**src/rtl/vc_switch_arbiter.sv**
```systemverilog
// Output-port scheduler: round-robin wormhole arbitration of NUM_VC input FIFOs
// onto one 32-bit link, with per-VC downstream credit counting.
module vc_switch_arbiter #(
    parameter int unsigned NUM_VC       = 4,
    parameter int unsigned VC_W         = 2,
    parameter int unsigned CREDIT_DEPTH = 8,
    parameter int unsigned CNT_W        = 4
) (
    input  logic                   clk,
    input  logic                   rst_n,
    input  logic [NUM_VC-1:0]      vc_empty,
    input  logic [32*NUM_VC-1:0]   vc_data,
    output logic [NUM_VC-1:0]      rd_en,
    input  logic                   credit_val,
    input  logic [VC_W-1:0]        credit_vc,
    output logic                   out_val,
    output logic [31:0]            out_data,
    output logic [VC_W-1:0]        out_vc,
    output logic                   err
);

    localparam logic [1:0] FT_HEAD = 2'b01;
    localparam logic [1:0] FT_TAIL = 2'b10;

    typedef enum logic {StIdle, StBusy} state_e;

    state_e           r_state;
    logic [VC_W-1:0]  r_gnt;
    logic [VC_W-1:0]  r_rr_ptr;
    logic [CNT_W-1:0] r_credit [NUM_VC];
    logic             r_out_val;
    logic [31:0]      r_out_data;
    logic [VC_W-1:0]  r_out_vc;
    logic             r_err;

    logic [NUM_VC-1:0] w_elig;
    logic [NUM_VC-1:0] w_head;
    logic              w_win_found;
    logic [VC_W-1:0]   w_win;
    int unsigned       w_idx;
    logic              w_disc_found;
    logic [VC_W-1:0]   w_disc;
    logic              w_pop_busy;
    logic [31:0]       w_pop_flit;
    logic [VC_W-1:0]   w_gnt_next;
    logic [NUM_VC-1:0] w_rd_en;
    logic [NUM_VC-1:0] w_cred_inc;
    logic [NUM_VC-1:0] w_cred_dec;
    logic              w_cred_ovf;
    logic              w_err_next;

    // Per-VC eligibility and head-flit detection
    always_comb begin
        w_elig = '0;
        w_head = '0;
        for (int i = 0; i < NUM_VC; i++) begin
            w_elig[i] = !vc_empty[i] && (r_credit[i] != '0);
            w_head[i] = (vc_data[32*i+29 +: 2] == FT_HEAD);
        end
    end

    // Round-robin search for a head flit starting at r_rr_ptr, and the lowest-index
    // stray non-head flit to discard while idle
    always_comb begin
        w_win_found  = 1'b0;
        w_win        = '0;
        w_idx        = 0;
        w_disc_found = 1'b0;
        w_disc       = '0;
        for (int k = 0; k < NUM_VC; k++) begin
            w_idx = int'(r_rr_ptr) + k;
            if (w_idx >= NUM_VC) w_idx = w_idx - NUM_VC;
            if (!w_win_found && w_elig[w_idx] && w_head[w_idx]) begin
                w_win_found = 1'b1;
                w_win       = VC_W'(w_idx);
            end
        end
        for (int i = NUM_VC - 1; i >= 0; i--) begin
            if (!vc_empty[i] && !w_head[i]) begin
                w_disc_found = 1'b1;
                w_disc       = VC_W'(i);
            end
        end
    end

    assign w_pop_busy = (r_state == StBusy) && w_elig[r_gnt];
    assign w_pop_flit = vc_data[32*r_gnt +: 32];
    assign w_gnt_next = (r_gnt == VC_W'(NUM_VC - 1)) ? '0 : r_gnt + 1'b1;

    // Pop strobes, credit update requests and the error condition
    always_comb begin
        w_rd_en    = '0;
        w_cred_inc = '0;
        w_cred_dec = '0;
        w_cred_ovf = 1'b0;
        if (w_pop_busy) begin
            w_rd_en[r_gnt] = 1'b1;
        end else if (r_state == StIdle && !w_win_found && w_disc_found) begin
            w_rd_en[w_disc] = 1'b1;
        end
        for (int i = 0; i < NUM_VC; i++) begin
            w_cred_inc[i] = credit_val && (credit_vc == VC_W'(i));
            w_cred_dec[i] = w_pop_busy && (r_gnt == VC_W'(i));
            if (w_cred_inc[i] && !w_cred_dec[i] && r_credit[i] == CNT_W'(CREDIT_DEPTH))
                w_cred_ovf = 1'b1;
        end
        w_err_next = w_cred_ovf
                   || (r_state == StIdle && !w_win_found && w_disc_found)
                   || (w_pop_busy && w_pop_flit[30:29] == FT_HEAD);
    end

    // Pops are suppressed while reset is asserted so the FIFOs see nothing mid-reset
    assign rd_en    = rst_n ? w_rd_en : '0;
    assign out_val  = r_out_val;
    assign out_data = r_out_data;
    assign out_vc   = r_out_vc;
    assign err      = r_err;

    // Credit counters: pop decrements, return increments, both together cancel
    always_ff @(posedge clk or negedge rst_n) begin
        if (!rst_n) begin
            for (int i = 0; i < NUM_VC; i++) r_credit[i] <= CNT_W'(CREDIT_DEPTH);
        end else begin
            for (int i = 0; i < NUM_VC; i++) begin
                if (w_cred_inc[i] && !w_cred_dec[i]) begin
                    if (r_credit[i] != CNT_W'(CREDIT_DEPTH)) r_credit[i] <= r_credit[i] + 1'b1;
                end else if (w_cred_dec[i] && !w_cred_inc[i]) begin
                    r_credit[i] <= r_credit[i] - 1'b1;
                end
            end
        end
    end

    // Arbitration FSM with registered link outputs
    always_ff @(posedge clk or negedge rst_n) begin
        if (!rst_n) begin
            r_state    <= StIdle;
            r_gnt      <= '0;
            r_rr_ptr   <= '0;
            r_out_val  <= 1'b0;
            r_out_data <= '0;
            r_out_vc   <= '0;
            r_err      <= 1'b0;
        end else begin
            r_out_val <= w_pop_busy;
            r_err     <= w_err_next;
            if (w_pop_busy) begin
                r_out_data <= w_pop_flit;
                r_out_vc   <= r_gnt;
            end
            case (r_state)
                StIdle: begin
                    if (w_win_found) begin
                        r_gnt   <= w_win;
                        r_state <= StBusy;
                    end
                end
                StBusy: begin
                    if (w_pop_busy && w_pop_flit[30:29] == FT_TAIL) begin
                        r_state  <= StIdle;
                        r_rr_ptr <= w_gnt_next;
                    end
                end
                default: r_state <= StIdle;
            endcase
        end
    end

endmodule
```
**config.mk**
```make
export PLATFORM = sky130hd
export DESIGN_NAME = vc_switch_arbiter
export DESIGN_NICKNAME = d
export VERILOG_FILES = /design/src/rtl/vc_switch_arbiter.sv
export SDC_FILE = /design/constraint.sdc
export NUM_CORES = 1
export LEC_CHECK = 0
export ABC_AREA = 1
export BUFFER_PORTS_ARGS = -buffer_cell sky130_fd_sc_hd__buf_2
export CORE_UTILIZATION = 49
export DETAILED_ROUTE_END_ITERATION = 10
export GPL_ROUTABILITY_DRIVEN = 0
export MAX_ROUTING_LAYER = met4
export PLACE_DENSITY = 0.82
export SETUP_SLACK_MARGIN = 0.2
export SYNTH_ARGS = -nofsm -noshare
export SYNTH_HDL_FRONTEND = slang
export SYNTH_SLANG_ARGS = --single-unit
```
**constraint.sdc**
```tcl
create_clock -name clk -period 3.1 [get_ports clk]
set_input_delay 0.465 -clock clk [delete_from_list [all_inputs] [get_ports clk]]
set_output_delay 0.465 -clock clk [all_outputs]
set_load 0.01 [all_outputs]
```
# Yosys cells after proc, flatten, opt, wreduce, memory -nomap -nowiden
# Index checks and enable logic that the tools add are counted.
dict set report op_classes {
  bitwise_logic 1
  n_reduce_logical 80
  n_eq_ne 24
  order_cmp 12
  addsub 16
  n_mux 65
  n_shift 1
}
# operator count
set op_table {}
lappend op_table {{less-than comparator 32 x 3 -> 1 bit, second input constant} 4}
lappend op_table {{two-way mux 32 bit} 4}
lappend op_table {{variable part select 128 x 8 -> 32 bit} 1}
lappend op_table {{two-way mux 4 bit} 15}
lappend op_table {{logical AND 1 bit} 42}
lappend op_table {{two-way mux 1 bit} 25}
lappend op_table {{logical NOT 1 bit} 20}
lappend op_table {{binary-select mux 1 bit (select 2 bit)} 9}
lappend op_table {{two-way mux 2 bit} 9}
lappend op_table {{adder 4 x 1 -> 4 bit, second input constant} 4}
lappend op_table {{== test 4 bit, second input constant} 4}
lappend op_table {{inequality test 4 bit, second input constant} 4}
lappend op_table {{nonzero test 4 bit} 4}
lappend op_table {{subtractor 4 x 1 -> 4 bit, second input constant} 4}
lappend op_table {{== test 2 x 1 -> 1 bit, second input constant} 7}
lappend op_table {{AND reduction 2 bit} 6}
lappend op_table {{subtractor 3 x 3 -> 4 bit, second input constant} 3}
lappend op_table {{== test 2 bit, second input constant} 5}
lappend op_table {{>= comparator 3 bit, second input constant} 3}
lappend op_table {{inequality test 2 x 1 -> 1 bit, second input constant} 4}
lappend op_table {{nonzero test 2 bit} 4}
lappend op_table {{adder 2 x 2 -> 3 bit, second input constant} 2}
lappend op_table {{less-than comparator 2 x 3 -> 1 bit, second input constant} 2}
lappend op_table {{demux 1 bit (select 2 bit)} 2}
lappend op_table {{9 further kinds} 12}
dict set report word_totals {
  word_cells 210
  out_inout_bits 40
  regBits 57
  input_bits 137
}

# Longest topological paths before layout
# Gate-level depths: netlist of the first run.
dict set report depth {
  word_depth 24
  depth_mapped 18
}

# Worst setup path after synthesis of the first run
# Ideal clock, no wire load.
dict set report synth_timing {
  path_type {flip-flop to flip-flop}
  from {register r_gnt[0]}
  to {register r_credit[7] (netlist bit)}
  stages_incl_launch_ff 16
  slack_ns 0.645
  synth_period_minus_slack_ns 2.455
  arrival_ns 2.379
  n_path_buf 2
  path_cell_list {dfrtp_1 > inv_2 > clkbuf_1 > clkbuf_1 > ha_1 > nand2_1 > nand2_1 > ha_1 > nand2_1 > nand2_1 > a31oi_1 > inv_1 > nand2_1 > nand3_1 > nand2_1 > nand2_1}
}
dict set report synth_via {
  elab_chain_len 8
}
# item line_no
set synth_lines {}
lappend synth_lines {{from (decl)} 28} ;# logic [VC_W-1:0] r_gnt;
lappend synth_lines {{from (signal assigned)} 154} ;# r_gnt <= w_win;
lappend synth_lines {{binary-select mux 1 bit (select 2 bit)} 86} ;# assign w_pop_busy = (r_state == StBusy) && w_elig[r_gnt];
lappend synth_lines {{two-way mux 1 bit (implied by the code)} 86}
lappend synth_lines {{logical AND 1 bit} 86}
lappend synth_lines {{logical AND 1 bit *} 103} ;# w_cred_dec[i] = w_pop_busy && (r_gnt == VC_W'(i));
lappend synth_lines {{logical NOT 1 bit} 125} ;# if (w_cred_inc[i] && !w_cred_dec[i]) begin
lappend synth_lines {{logical AND 1 bit} 125}
lappend synth_lines {{inequality test 2 x 1 -> 1 bit (no line) or nonzero test 2 bit (tied branches)} --}
lappend synth_lines {{AND reduction 2 bit (no line)} --}
lappend synth_lines {{to (signal, indexed assignment)} 128} ;# r_credit[i] <= r_credit[i] - 1'b1;
lappend synth_lines {{to (decl)} 30} ;# logic [CNT_W-1:0] r_credit [NUM_VC];
# Every way passes the cells marked *; elsewhere a longest branch is shown, timed or not. The select of a mux whose other input is x is not followed.
# A chain may end at the register's enable or synchronous reset.

# Worst setup path after layout of the first run
dict set report layout_timing {
  from {register r_credit[13] (netlist bit)}
  to {output rd_en[3]}
}
dict set report layout_via {
  elab_chain_len 24
}
# item line_no
set layout_lines {}
lappend layout_lines {{nonzero test 4 bit *} 57} ;# w_elig[i] = !vc_empty[i] && (r_credit[i] != '0);
lappend layout_lines {{logical AND 1 bit *} 57}
lappend layout_lines {{binary-select mux 1 bit (select 2 bit)} 73} ;# if (!w_win_found && w_elig[w_idx] && w_head[w_idx]) begin
lappend layout_lines {{two-way mux 1 bit (implied by the code)} 73}
lappend layout_lines {{logical AND 1 bit} 73}
lappend layout_lines {{two-way mux 1 bit} 73}
lappend layout_lines {{logical NOT 1 bit} 73}
lappend layout_lines {{logical AND 1 bit (2 in series)} 73}
lappend layout_lines {{[... 5 more ...]} --}
lappend layout_lines {{logical NOT 1 bit} 73}
lappend layout_lines {{logical AND 1 bit (2 in series)} 73}
lappend layout_lines {{two-way mux 1 bit} 73}
lappend layout_lines {{logical NOT 1 bit} 98} ;# end else if (r_state == StIdle && !w_win_found && w_disc_found) begin
lappend layout_lines {{logical AND 1 bit (2 in series)} 98}
lappend layout_lines {{two-way mux 4 bit} 98}
lappend layout_lines {{two-way mux 4 bit *} 96} ;# if (w_pop_busy) begin
lappend layout_lines {{two-way mux 4 bit *} 113} ;# assign rd_en = rst_n ? w_rd_en : '0;
lappend layout_lines {{to (decl)} 13} ;# output logic [NUM_VC-1:0] rd_en,
# Marked as above.

==> summary.txt, run 1 <==
Run status
  – Status: finished clean

Pwr
  – Power Total: approximately 0.0053 W
  – Pleak: 2.87 nW
  – Pwr/cell area: slightly below 1000 mW/mm^2
  – Peak supply drop: about 0.00046 V

STA
  – Min Hold Slack: 0.306 ns
  – Final setup fails: 0
  – Unrepaired setup endpoints after global routing: false
  – Worst Tran Pin Value: roughly 0.77 ns
  – Setup TNS: 0 ns
  – Period utilisation layout: between 80 and 90%
  – Tmin final: 2.72 ns
  – Slew Viols, Final: 0
  – Slew headroom: roughly 49%
  – Final Hold Violating Endpoints: 0
  – Clk_skew: roughly 0.011 ns
  – Fmax: about 370 MHz

Global route
  – All-Layer GR Usage: between 30% and 40%
  – Total grt overflow: 0
  – Largest net degree at the start of global routing: 66
  – Global-route wire length before repair: 20400 um
  – Initial antenna violation count: 0
  – Vias in the first global route: 4560

Detailed routing
  – Vias per cell: 5.49
  – DRT Pass-1 Iters: 7
  – Post-DRT Antenna Nets: 0
  – Drt wl/cell: approximately 14 um
  – Routed via count: slightly below 5000
  – # DRC: 0
  – Final wirelength: ~13000 um
  – Iteration-0 DRC Markers: between 200 and 300

Finish
  – Layout area overhead: 27.7%
  – Footprint of the multi-input gates: between 0.002 and 0.0025 mm^2
  – Nets: 934
  – Commonest non-fill, non-tap cell in the layout: buf_2
  – Number of diodes: 0
  – Register Area: 0.00144 mm^2
  – Final instance area: approximately 0.0053 mm^2
  – FILL cells: 744
  – Most frequent cells in the layout: buf_2, nand2_1, nor2_1
  – Layout cells sized above 1: a little under a third
  – Finished Layout Cells: between 800 and 900

Place
  – Placed cell count: around 900
  – Post-DP Area: 0.00513 mm^2
  – Dpl hpwl: around 9500 um
  – Number of port buffers: about 180

Worst setup path
  – Reg2Reg Setup Slack: 0.56 ns
  – CP startpoint kind: flip-flop
  – Worst Path Required: ~2.6 ns
  – Worst setup EP type: output port
  – Crit path cell chain: nor2_2, nand2_1, nand3_1, nand2_1, nand3_1, nand2_2, nor2_4, nand3_4, nor2_8, nand3_2, a21oi_1, buf_2
  – CP peak stage delay: 0.44 ns
  – Critical path class: reg2out
  – Worst path slowest cell: dfrtp_1
  – Worst r2r path cells: 16
  – Worst reg2reg endpoint: r_credit[3]
  – Worst r2r src: r_credit[11]
  – CP max FO: 6
  – CP Data Arrival Time: between 2 and 2.5 ns

Yosys
  – Total of warnings raised by yosys: 0
  – Yosys top cell area share: between 30% and 40%
  – Mapped Nets: approximately 770
  – Post-synth cell types: 35
  – Post-synthesis sequential area ratio: between 30% and 40%
  – #FFs+latches synth: 57
  – Post-synth top area cell: dfrtp_1
  – Synthesized area per cell: around 6.8 um^2
  – Syn Inst Count: just over 600
  – Synthesized area: around 0.0042 mm^2
  – Area contributors post-synth: dfrtp_1, nand2_1, o21ai_0

Die
  – Chip Width: between 90 and 100 um
  – Die height: 94.3 um
  – Core ar.: about 0.0082 mm^2
  – Die area: about 0.0089 mm^2
  – Row cnt: 33
  – Initial core utilization: between 50% and 60%
  – IO Pins: between 150 and 200

Clocking
  – Worst-skew pair later-pin latency: 0.33 ns
  – H-tree level count: 3
  – CTS Buf Count: 9
  – Reg clk slew, reported paths: 0.07 ns
  – # Post-CTS Setup Buffers: 0
  – CTS tree: yes
  – Root buffer cell: clkbuf_8
  – Clock sinks: 57
  – Clock Tree Buf Depth: 2

Flow run
  – Maxcap violations: 0

Worst hold path
  – Path type of the worst min-delay path: in2async
[synthesized netlist by cell type]
master and number:
a21oi_1 7, a21oi_2 1, a31oi_1 4, buf_1 2
buf_2 5, buf_4 1, buf_6 1, clkbuf_1 19
clkinv_1 1, dfrtp_1 53, dfstp_2 4, fa_1 4
ha_1 12, inv_1 44, inv_2 6, nand2_1 173
nand2_2 7, nand2_4 1, nand3_1 36, nand3_2 7
nand3_4 1, nand4_1 7, nor2_1 86, nor2_2 1
nor2_4 1, nor2_8 2, nor3_1 5, o21ai_0 68
o21ai_1 8, o21ai_4 1, o22ai_1 33, o31ai_1 1
or2_1 2, xor2_1 8, xor2_2 1
[registers in the layout (all words and copies together) (netlist names)]
signal	count
r_gnt	2
out_data	32
err	1
out_val	1
r_credit	16
r_state	1
r_rr_ptr	2
out_vc	2
[routing by layer]
| layer | global-route usage [%] | vias to the layer above | share of wire [%] |
|---|---|---|---|
| li1 | - | 2345 | - |
| met1 | 36.2 | 2223 | 40 |
| met2 | 47.7 | 262 | 48 |
| met3 | 5.50 | 58 | 8.4 |
| met4 | 16.9 | 0 | 4.1 |
| met5 | - | - | 0 |
[per-stage QoR]
step / util, % / worst slack, ns
global placement: 62.5 / 0.678
CTS: 64.7 / 0.287
global route: 64.9 / 0.228
floorplan: - / 0.645
finish: 64.9 / 0.378
detailed placement: 62.5 / 0.635
[layout make-up]
| type | instances | share of cell area [%] |
|---|---|---|
| Multi-Input combinational cell | 477 | 45.8 |
| Sequential cell | 57 | 26.9 |
| Timing Repair Buffer | 185 | 17.8 |
| Inverter | 51 | 3.59 |
| Tap cell | 105 | 2.46 |
| Clock buffer | 10 | 2.39 |
| Clock inverter | 6 | 1.10 |
[report_power, final]
part | leakage (nW) | total, W | switching, W | internal, W
Sequential | 0.688 | 0.00148 | 0.000329 | 0.00115
Combinational | 2.08 | 0.00311 | 0.00199 | 0.00111
Clock | 0.0998 | 0.000681 | 0.000314 | 0.000367
Total | 2.87 | 0.00527 | 0.00264 | 0.00263
[worst max path at each step]
stage            startpoint           end  slack [ns]  cells after the start
2_1_floorplan      r_gnt[0]   r_credit[7]        0.64                     15
3_3_place_gp    r_rr_ptr[0]      rd_en[3]        0.68                     11
3_5_place_dp    vc_empty[2]  r_credit[15]        0.64                     17
4_1_cts         r_rr_ptr[0]      rd_en[3]        0.29                     11
5_1_grt         r_credit[5]      rd_en[3]        0.23                     12
6_report       r_credit[13]      rd_en[3]        0.38                     12
[critical path: cells and delay by family, from the launching register on]
kind	cells	cell delay, ns
flops	1	0.44
compound gates	1	0.17
simple gates	10	1.13
buf+inv	1	0.17
[repair_timing]
action / in CTS / in global routing
gates resized for setup: 0 / 6
setup endpoints to repair: 0 / 4
hold buffers: 0 / 0
[cells by family (layout without fill, tap and decap cells)]
| group | count (synthesis) | in the layout | synth area share (%) |
|---|---|---|---|
| DFF | 57 | 57 | 34.3 |
| AOI/OAI and AO/OA | 123 | 123 | 16.3 |
| adders and majority gates | 16 | 16 | 5.51 |
| and+or+nand+nor | 329 | 329 | 34.3 |
| buffers and inverters | 79 | 252 | 7.52 |
| xor gates and xnor gates | 9 | 9 | 2.07 |
No activity file was read; power rests on OpenSTA's default activity.
==> inputs of run 2 (changes only) <==
- PLACE_DENSITY: 0.82 -> 0.86
==> run 2 against run 1 <==
Against the previous run:
- first-iteration DRC count grew 58%
- clock power grew 7.9%
- via count increased by 0.80%
- non-clock buffer count is 4 higher
- critical endpoint is now rd_en[1]
- combinational power increased by 4%
- worst setup slack worse by 0.023 ns
- highest routed layer unchanged
==> summary.txt, run 2 (synthesis results as in run 1) <==
STA
  – Fmax: roughly 360 MHz
  – Clk_skew: around 0.017 ns
  – Final setup fails: 0
  – Period utilisation layout: about nine tenths
  – Worst Tran Pin Value: 0.779 ns
  – Unrepaired setup endpoints after global routing: false
  – Tmin final: approximately 2.7 ns
  – Slew Viols, Final: 0
  – Final Hold Violating Endpoints: 0
  – Slew headroom: roughly 48%
  – Setup TNS: 0 ns

Worst setup path
  – Crit path top cell by count: nand2_1
  – Worst r2r src: r_credit[7]
  – CP max FO: 6
  – Crit-path leading delay family: simple AND/OR/NAND/NOR gates
  – Worst setup EP type: output port
  – CP startpoint kind: flip-flop
  – CP Data Arrival Time: around 2.3 ns
  – Worst Path Required: 2.63 ns
  – Buffers & Inverters on Critical Path: 1
  – CP peak stage delay: about 0.44 ns
  – Worst path slowest cell: dfrtp_2
  – Critical Path Start: r_credit[5]
  – Crit path cell chain: nor2_1, nand2_1, nand4_1, nand2_1, nand2_1, nand2_1, nor2_4, nand3_4, nor2_8, nand3_2, a21oi_1, buf_2
  – Critical path class: reg2out

Finish
  – Number of diodes: 0
  – Layout area overhead: 29.0%
  – Post-layout util: around 66%
  – Layout cells sized above 1: a little under a third
  – Commonest non-fill, non-tap cell in the layout: buf_2
  – Nets: ~940
  – Most frequent cells in the layout: buf_2, nand2_1, nor2_1
  – Final instance area: roughly 0.0054 mm^2
  – Max reg flops: 32

Pwr
  – Clk pwr share: 13.5%
  – Gate power share: roughly three fifths
  – Switching share of power: between 40% and 50%
  – Peak supply drop: approximately 0.00050 V
  – Flop pwr share: a little over a quarter
  – Pleak: a little under 3 nW
  – Pwr/cell area: 1010 mW/mm^2
  – Psw: approximately 0.0027 W
  – Internal power: 0.00272 W

Die
  – Die height: about 94 um
  – Row cnt: 33
  – Initial core utilization: about 50%
  – IO Pins: 177
  – Chip Width: 94.3 um
  – Die area: around 0.0089 mm^2
  – Core ar.: around 0.0082 mm^2

Detailed routing
  – DRT Pass-1 Iters: 5
  – # DRC: 0
  – Final wirelength: 13100 um
  – Drt wl/cell: 14.6 um
  – Post-DRT Antenna Nets: 0
  – Routed via count: roughly 4900
  – Iteration-0 DRC Markers: about 440
  – Vias per cell: around 5.5

Place
  – Dpl hpwl: 9610 um
  – Post-DP Area: between 0.005 and 0.006 mm^2
  – Number of port buffers: about 180

Clocking
  – Clock Tree Buf Depth: 2
  – Worst-skew pair later-pin latency: 0.35 ns
  – Clock sinks: 57
  – H-tree level count: 3
  – Reg clk slew, reported paths: 0.08 ns
  – CTS Buf Count: 9
  – # hold bufs at CTS: 0
  – Root buffer cell: clkbuf_8
  – CTS tree: yes

Global route
  – Total grt overflow: 0
  – All-Layer GR Usage: 30.4%
  – Global-route wire length before repair: 20300 um
  – Initial antenna violation count: 0
  – Largest net degree at the start of global routing: 58
  – Vias in the first global route: approximately 4500

Flow run
  – Maxcap violations: 0

Run status
  – Status: finished clean

Worst hold path
  – Path type of the worst min-delay path: in2async
run 2: cell count changes in the layout (fill, tap and decap cells not counted), sizes merged:
cell	delta
inv	+1
clkinvlp	+3
nor2	+1
clkinv	-4
buf	+4
run 2: repair_timing:
action,in CTS,in global routing
gates resized for setup,0,4
buffers inserted,0,3
endpoints found under the setup margin,0,7
run 2: per-layer routing:
layer	GRT usage (%)	up-vias	wire, um
li1	-	2351	-
met1	35.5	2242	5010
met2	50.4	290	6530
met3	6.39	44	1170
met4	13.2	0	417
met5	-	-	0
run 2: final timing paths:
path                                 to  slack (ns)  depth (start not counted)
setup / recovery               rd_en[1]        0.36                         12
hold / removal              r_rr_ptr[1]        0.28                          2
setup reg to reg            r_credit[3]        0.45                         16
hold reg to reg            out_data[21]        0.48                          2
max in group asynchronous   r_credit[5]        2.24                          2
min in group clk           out_data[19]        0.48                          5
run 2: worst reg2reg max path, stage by stage, from the launching register on:
cell and delay (ns):
dfstp_2 0.55, nor2_1 0.04, nand2_1 0.12, nand3_1 0.09, nand3_1 0.11, nand2_2 0.15
nor2_8 0.20, nand2_1 0.11, nand2_1 0.18, ha_1 0.30, nand2_1 0.09, nand2_1 0.05
a31oi_1 0.20, inv_1 0.08, nand2_1 0.09, nand4_1 0.12, nand2_1 0.09
run 2: stage by stage:
| stage | cells | power, W | setup slack [ns] | hold slack [ns] |
|---|---|---|---|---|
| floorplan | 613 | 0.00366 | 0.645 | 0.169 |
| global placement | 876 | 0.00445 | 0.556 | 0.459 |
| detailed placement | 876 | 0.00459 | 0.399 | 0.461 |
| CTS | 892 | 0.00534 | 0.352 | 0.301 |
| global route | 896 | 0.00589 | 0.201 | 0.346 |
| finish | 896 | 0.00544 | 0.355 | 0.278 |
run 2: cell type report:
type	instances	area (um^2)
repair buffers	189	978
fillers	722	2830
clock inverters	6	66.3
multi-input cells	478	2440
clock buffers	10	138
flip-flops and latches	57	1440
well taps	105	131
inverters	51	191
run 2: power groups by stage:
stage	Combinational (W)	Sequential [W]	Clock (W)
after floorplan	0.00214	0.00151	0
after global routing	0.00361	0.00150	0.000774
after detailed placement	0.00314	0.00145	0
after global placement	0.00301	0.00144	0
final	0.00324	0.00146	0.000735
after CTS	0.00314	0.00145	0.000746
